## config.mk

```make
export PLATFORM = sky130hd
export DESIGN_NAME = upper_reg_ctrl
export DESIGN_NICKNAME = d
export VERILOG_FILES = /design/src/rtl/upper_reg_ctrl.sv
export SDC_FILE = /design/constraint.sdc
export NUM_CORES = 1
export LEC_CHECK = 0
export ABC_CLOCK_PERIOD_IN_PS = 1600
export BUFFER_PORTS_ARGS = -buffer_cell sky130_fd_sc_hd__buf_2
export CORE_UTILIZATION = 31
export CTS_CLUSTER_DIAMETER = 150
export DETAILED_ROUTE_END_ITERATION = 10
export GPL_TIMING_DRIVEN = 0
export PLACE_DENSITY = 0.71
export SYNTH_ARGS = -nofsm -noshare
export SYNTH_HDL_FRONTEND = slang
export SYNTH_SLANG_ARGS = --single-unit
```

## constraint.sdc

```tcl
create_clock -name clk -period 1.6 [get_ports clk]
set_input_delay 0.08 -clock clk [delete_from_list [all_inputs] [get_ports clk]]
set_output_delay 0.08 -clock clk [all_outputs]
set_load 0.05 [all_outputs]
```

## src/rtl/upper_reg_ctrl.sv

```systemverilog
// upper_reg_ctrl: sequencer for one upper-layer shift-register chain
// of the KNN merge-sort stage. Fills the chain from a valid/ready
// input stream, then drains it in FIFO order to the merge stage.
//
// Ports:
//   clk, reset            clock, synchronous active-high reset
//   start                 one-cycle batch request (IDLE only)
//   in_data/in_valid      incoming distance word stream
//   in_ready              word accepted this cycle (FILL)
//   reg_in_data           data presented to the chain head
//   reg_load/reg_shift    chain load / shift controls
//   reg_out               chain tail output
//   out_data/out_valid    outgoing word stream (DRAIN)
//   out_ready             downstream accepts out_data
//   busy                  high in FILL or DRAIN
//   done                  one-cycle pulse after last drained word
module upper_reg_ctrl #(
    parameter int TRAIN_LENGTH = 3,
    parameter int DATA_WIDTH   = 8
) (
    input  logic                  clk,
    input  logic                  reset,
    input  logic                  start,
    input  logic [DATA_WIDTH-1:0] in_data,
    input  logic                  in_valid,
    output logic                  in_ready,
    output logic [DATA_WIDTH-1:0] reg_in_data,
    output logic                  reg_load,
    output logic                  reg_shift,
    input  logic [DATA_WIDTH-1:0] reg_out,
    output logic [DATA_WIDTH-1:0] out_data,
    output logic                  out_valid,
    input  logic                  out_ready,
    output logic                  busy,
    output logic                  done
);

    localparam int CW = $clog2(TRAIN_LENGTH + 1);
    localparam logic [CW-1:0] LAST = CW'(TRAIN_LENGTH - 1);

    typedef enum logic [1:0] {
        IDLE,
        FILL,
        DRAIN
    } state_t;

    state_t        state, state_nxt;
    logic [CW-1:0] cnt, cnt_nxt;
    logic          done_nxt;

    always_ff @(posedge clk) begin
        if (reset) begin
            state <= IDLE;
            cnt   <= '0;
            done  <= 1'b0;
        end else begin
            state <= state_nxt;
            cnt   <= cnt_nxt;
            done  <= done_nxt;
        end
    end

    always_comb begin
        state_nxt   = state;
        cnt_nxt     = cnt;
        done_nxt    = 1'b0;
        in_ready    = 1'b0;
        reg_in_data = '0;
        reg_load    = 1'b0;
        reg_shift   = 1'b0;
        out_data    = '0;
        out_valid   = 1'b0;
        busy        = 1'b0;
        unique case (state)
            IDLE: begin
                if (start) begin
                    state_nxt = FILL;
                    cnt_nxt   = '0;
                end
            end
            FILL: begin
                busy        = 1'b1;
                in_ready    = 1'b1;
                reg_in_data = in_data;
                if (in_valid) begin
                    reg_load  = 1'b1;
                    reg_shift = 1'b1;
                    if (cnt == LAST) begin
                        state_nxt = DRAIN;
                        cnt_nxt   = '0;
                    end else begin
                        cnt_nxt = cnt + 1'b1;
                    end
                end
            end
            DRAIN: begin
                busy      = 1'b1;
                out_valid = 1'b1;
                out_data  = reg_out;
                // Shifting zeros in leaves the chain cleared after
                // the last word leaves the tail.
                if (out_ready) begin
                    reg_shift = 1'b1;
                    if (cnt == LAST) begin
                        state_nxt = IDLE;
                        cnt_nxt   = '0;
                        done_nxt  = 1'b1;
                    end else begin
                        cnt_nxt = cnt + 1'b1;
                    end
                end
            end
            default: begin
                state_nxt = IDLE;
                cnt_nxt   = '0;
            end
        endcase
    end

endmodule

```

==> impl_metrics.tcl, run 1 <==
set metrics [dict create \
    grt_max_degree 11 \
    slew_headroom 0.673 \
    synthCells 53 \
    fin_skew_ns 0.00183 \
    portBuffers 42 \
    cp_max_fo 3 \
    cp_top_family "simple AND/OR/NAND/NOR gates" \
    start_kind "flip-flop" \
    power_frac_seq 0.133 \
    dp_cells 110 \
    core_um2 1330 \
    h-tree-depth 1 \
    power_leakage_uw 0.000450 \
    grt_usage 0.143 \
    rrSetupSlack_ns -0.01 \
    grt_pass1_vias 384 \
    ys.warnings.count 0 \
    fin_crit_sh 1.01 \
    pwr-share-comb 0.763 \
    rr_startpoint "state[1]$_SDFFE_PP0P_" \
    grt_pass1_wl_um 1570 \
    r2r_end "cnt[0]$_SDFFE_PP0P_" \
    drc 0 \
    synth_area_leaders "and2_1, dfxtp_1, ha_1, nand2b_1, a2111oi_4" \
    hold_viol 0 \
    synth_cell_types 19 \
    vias 561 \
    wl_per_cell_um 11.0 \
    rsz0062_at_grt "yes" \
    cts_max_path_buffers 2 \
    worst_slew_pin_slew_ns 0.490 \
    rows 13 \
    endpoint_kind "flip-flop" \
    vias_per_cell 4.60 \
    avgSynthCellArea_um2 8.66 \
    worst_skew_pair.late_latency_ns 0.24 \
    ant_nets 0 \
    num_io_pins 43 \
    cellPowerDensity_nw_per_um2 1690 \
    layout-area-overhead-vs-synth_pct 80.1 \
    crit_arrival_ns 1.79 \
    yosysTopAreaCell "and2_1" \
    cts.sinks 5 \
    path_cells "inv_4 > ha_4 > or3b_1 > or4_4 > a21oi_2" \
    cts_made_buffers 3 \
    path_clk_slew_ns 0.04 \
    die_x_um 40.5 \
    finalCriticalPeriod_ns 1.61 \
    ir_worst_vdd_uv 543 \
    final_cells 122 \
    status "finished, violations left" \
    antenna_cells 0 \
    syn-cell-area_um2 459 \
    cts_tree "done" \
    yosys_register_bits 5 \
    utilization 0.620 \
    postLayoutCellArea_um2 827 \
    p_int_uw 661 \
    final_layout_size_suffix_gt1_frac 0.645 \
    critPathBufInv 1 \
    synth_top_area_frac 0.218 \
    whs_endpoint "cnt[0]$_SDFFE_PP0P_" \
    critical_path.slowest_cell "or4_4" \
    die_area_um2 1640 \
    clockRootBuffer "clkbuf_4" \
    ys_seq_area_frac 0.218 \
    ff2ff_path_depth 5 \
    critPathKind "reg2reg" \
    slew_violations 0 \
    initial_core_util 0.344 \
    hold_path_class "in2reg" \
    die_h_um 40.5 \
    fmax_ghz 0.621 \
    first_pass_iters 4 \
    hold_start "reset" \
    drt_wl_total_um 1340 \
    slowest_delay_ns 0.42 \
    grt_antenna_before_repair 0 \
    failed_checks "setup timing" \
    setup_viol 1 \
    p_sw_frac 0.526 \
    netSwitchingPower_uw 733 \
    place_congestion 0.768 \
    finalNetCount 134 \
    drt_iter0_drc 3 \
    worst_slack_ns -0.0106 \
    grt-ovfl-total 0 \
    synth_nets 79 \
    maxCapViolations 0 \
    worstPathRequired_ns 1.78 \
    placed_area_um2 712 \
    clock_power_share 0.104 \
    whs_path_depth 2 \
    dp_hpwl_um 942 \
]
## cells in the mapped netlist
master and instances:
or3b_1 1, o31ai_1 2, nand2b_1 5, or2_1 1
ha_1 5, or4_1 2, and2_1 16, dfxtp_1 5
and2b_4 1, nand2_1 2, nor3_1 1, a21boi_1 1
mux2i_1 2, nand3b_1 1, a2111oi_4 1, inv_1 3
nor2b_1 1, and2b_1 1, a21oi_1 2
## final cells by class
| type | instances | area (um2) |
|---|---|---|
| sequential | 5 | 103 |
| fill | 115 | 507 |
| clock buffer | 4 | 26.3 |
| tap | 15 | 18.8 |
| timing repair buffer | 50 | 270 |
| multi-input combinational | 45 | 395 |
| inverter | 3 | 13.8 |
## worst max path at each step
stage	slack (ns)	cells past startpoint	from	to
final	-0.01	5	state[1]$_SDFFE_PP0P_	cnt[0]$_SDFFE_PP0P_
after global routing	-0.08	5	state[1]$_SDFFE_PP0P_	cnt[0]$_SDFFE_PP0P_
after CTS	-0.0003	5	state[0]$_SDFFE_PP0P_	cnt[0]$_SDFFE_PP0P_
after detailed placement	-0.07	5	state[1]$_SDFFE_PP0P_	state[0]$_SDFFE_PP0P_
after global placement	-0.05	5	state[1]$_SDFFE_PP0P_	state[1]$_SDFFE_PP0P_
after floorplan	-0.07	5	state[0]$_SDFFE_PP0P_	cnt[0]$_SDFFE_PP0P_
## sequential cells by signal (all words and copies together) (netlist names)
register and count:
done 1, cnt 2, state 2
## layer usage
metal | global-route usage | up-vias | part of all wire
li1 | - | 286 | -
met1 | 0.157 | 246 | 0.41
met2 | 0.262 | 27 | 0.50
met3 | 0.0667 | 2 | 0.083
met4 | 0 | 0 | 0.0082
met5 | 0 | - | 0
## power groups by stage
| stage | Sequential (uW) | Combinational, uW | Clock, uW |
|---|---|---|---|
| 2_1_floorplan | 181 | 746 | 0 |
| 3_3_place_gp | 187 | 878 | 0 |
| 3_5_place_dp | 188 | 885 | 0 |
| 4_1_cts | 181 | 949 | 147 |
| 5_1_grt | 188 | 1130 | 153 |
| 6_report | 186 | 1060 | 145 |
## worst register-to-register path, stage by stage, from the launching register on
cell	delay [ns]
dfxtp_2	0.35
inv_4	0.06
ha_4	0.27
or3b_1	0.33
or4_4	0.42
a21oi_2	0.12
## stage by stage
step	setup WS (ns)	total power, uW	hold slack, ns	TNS, ns
final	-0.0106	1390	0.0871	-0.0106
after global routing	-0.0775	1470	0.0987	-0.252
after CTS	-0.000270	1280	0.0845	-0.000270
after detailed placement	-0.0654	1070	0.335	-0.206
after global placement	-0.0507	1060	0.322	-0.122
after floorplan	-0.0651	927	0.149	-0.120
## what timing repair did
item,4_1_cts,5_1_grt
pin swaps,3,5
buffers inserted,3,5
hold endpoints to repair,0,0
resized for setup,3,5
hold buffers,0,0
endpoints found under the setup margin,4,4
## cells in the final DEF (no fill, tap or decap), types with 2 or more instances in the layout
cell type / synthesis / layout
ha_2: 0 / 3
clkbuf_4: 0 / 3
mux2i_1: 2 / 2
o31ai_1: 2 / 2
dfxtp_1: 5 / 3
and2_1: 16 / 16
nand2_1: 2 / 2
ha_4: 0 / 2
nand2b_1: 5 / 5
dfxtp_2: 0 / 2
buf_4: 0 / 8
buf_2: 0 / 42
## cells by family (layout without fill, tap and decap cells)
kind of cell             after synthesis  after routing  synth area share
multiplexers                           2              2            0.0436
flip-flops                             5              5             0.218
buffers and inverters                  3             57            0.0245
AO/OA/AOI/OAI                          6              6             0.131
adder cells (fa/ha/maj)                5              5             0.136
AND/OR/NAND/NOR                       32             32             0.447
(Power assumes the default switching activity.)
==> run 2: changes to the inputs <==
==> constraint.sdc (replaced) <==
create_clock -name clk -period 1.6 [get_ports clk]
set_input_delay 0.08 -clock clk [delete_from_list [all_inputs] [get_ports clk]]
set_output_delay 0.08 -clock clk [all_outputs]
set_load 0.1 [all_outputs]
==> run 2 against run 1 <==
Net effect:
- the flow still finishes with violations (setup timing)
- largest power group unchanged
- fmax hardly changed
- combinational power is 38% higher
- hold slack worse by 0.014 ns
- first-iteration DRC count grew to 4.0 times the previous value
- count of clock-buffer cells in the layout stayed put
- highest routed layer unchanged
- critical path depth is 1 higher
- core utilization is 3.8 points higher
- clock power hardly changed
==> impl_metrics.tcl, run 2 (same netlist as run 1, synthesis figures left out) <==
set metrics [dict create \
    setup_viol 2 \
    layout_common_cells "buf_2, clkbuf_4, and2_1, nand2b_1, buf_4" \
    power_leakage_uw 0.000424 \
    vias_per_cell 4.69 \
    failed_checks "setup timing" \
    multiInputGateArea_um2 418 \
    cts_tree "done" \
    antenna_cells 0 \
    rrSetupSlack_ns -0.01 \
    grt-ovfl-total 0 \
    r2r_end "cnt[1]$_SDFFE_PP0P_" \
    vias 549 \
    endpoint_kind "flip-flop" \
    drt_iter0_drc 12 \
    cts_max_path_buffers 2 \
    reg.largest.list "cnt x2, state x2, done x1" \
    critPathKind "reg2reg" \
    portBuffers 42 \
    grt_max_degree 11 \
    ir_worst_vdd_uv 935 \
    fin_crit_sh 1.01 \
    status "finished, violations left" \
    drt_wl_total_um 1350 \
    slew_violations 0 \
    rsz0062_at_grt "yes" \
    die_x_um 40.5 \
    start_kind "flip-flop" \
    crit_start "state[0]$_SDFFE_PP0P_" \
    hold_path_class "in2reg" \
    clockRootBuffer "clkbuf_4" \
    first_pass_iters 4 \
    layout-area-overhead-vs-synth_pct 91.0 \
    whs_path_depth 2 \
    die_area_um2 1640 \
    grt_pass1_wl_um 1730 \
    crit_arrival_ns 1.79 \
    holdBufCountCts 0 \
    fmax_ghz 0.621 \
    finalCriticalPeriod_ns 1.61 \
    utilization 0.658 \
    cellPowerDensity_nw_per_um2 2060 \
    wl_per_cell_um 11.5 \
    final_common_cell "buf_2" \
    cts_made_buffers 3 \
    hold_viol 0 \
    grt_usage 0.177 \
    num_io_pins 43 \
    worst_slack_ns -0.0115 \
    maxCapViolations 0 \
    drc 0 \
    ant_nets 0 \
    core_um2 1330 \
    rows 13 \
    hold_start "reset" \
    dp_hpwl_um 988 \
    final_layout_size_suffix_gt1_frac 0.637 \
    final-seq-area_um2 108 \
    worst_skew_pair.late_latency_ns 0.25 \
    place_congestion 0.654 \
    worst_slew_pin_slew_ns 0.490 \
    whs_endpoint "cnt[0]$_SDFFE_PP0P_" \
    die_h_um 40.5 \
    grt_antenna_before_repair 0 \
    ff2ff_path_depth 6 \
    cp_max_fo 3 \
    h-tree-depth 1 \
    fin_skew_ns 0.00148 \
    slew_headroom 0.676 \
    fillers 113 \
    hold_slack_ns 0.0733 \
    grt_pass1_vias 413 \
    initial_core_util 0.344 \
    rr_startpoint "state[0]$_SDFFE_PP0P_" \
    cts.sinks 5 \
    worstPathRequired_ns 1.78 \
    finalNetCount 129 \
    path_clk_slew_ns 0.04 \
]
run 2: cell count changes in the layout (fill, tap and decap cells not counted), moves of 2 or more:
| cell | previous run | this run |
|---|---|---|
| buf_2 | 42 | 24 |
| buf_4 | 8 | 4 |
| clkbuf_4 | 3 | 19 |
| dfxtp_2 | 2 | 0 |
| dfxtp_4 | 0 | 2 |
run 2: through the flow:
step | area, um2 | TNS [ns] | cells | power (uW) | setup slack [ns]
2_1_floorplan | 522 | -0.293 | 53 | 1400 | -0.200
3_3_place_gp | 751 | -0.225 | 110 | 1520 | -0.0995
3_5_place_dp | 751 | -0.302 | 110 | 1540 | -0.0915
4_1_cts | 810 | -0.0178 | 117 | 1740 | -0.0178
5_1_grt | 877 | -0.129 | 117 | 1900 | -0.0530
6_report | 877 | -0.0120 | 117 | 1800 | -0.0115
run 2: power by group:
group / switching (uW) / internal, uW
logic: 1060 / 401
registers: 32.4 / 162
clock network: 53.1 / 94.3
run 2: area by class of cell:
class                      count  area share
clock buffer                   4      0.0300
inverter                       3      0.0185
multi-input combinational     45       0.476
sequential                     5       0.123
tap                           15      0.0214
timing repair buffer          45       0.331
run 2: how the worst max path moves through the flow:
| stage | to | slack, ns | depth (start not counted) |
|---|---|---|---|
| finish | cnt[1]$_SDFFE_PP0P_ | -0.01 | 6 |
| global route | cnt[1]$_SDFFE_PP0P_ | -0.05 | 6 |
| CTS | cnt[0]$_SDFFE_PP0P_ | -0.02 | 5 |
| detailed placement | state[1]$_SDFFE_PP0P_ | -0.09 | 5 |
| global placement | state[1]$_SDFFE_PP0P_ | -0.1 | 5 |
| floorplan | cnt[0]$_SDFFE_PP0P_ | -0.20 | 5 |
run 2: layer usage:
| layer | vias up | routed length [um] | GRT usage |
|---|---|---|---|
| met1 | 243 | 493 | 0.173 |
| met3 | 4 | 102 | 0.100 |
| li1 | 275 | - | - |
| met4 | 0 | 29 | 0.100 |
| met2 | 27 | 721 | 0.290 |
| met5 | - | 0 | 0 |
run 2: critical path, cell delays in order (launching register included):
cell      delay (ns)
dfxtp_4         0.36
inv_4           0.05
ha_4            0.26
buf_4           0.11
nand3b_1        0.07
or4_4           0.52
a21oi_2         0.17
run 2: timing repair:
item                       CTS  global route
resized for setup            4            23
buffers inserted             3             0
setup endpoints to repair   22            21
pin swaps                    3             2
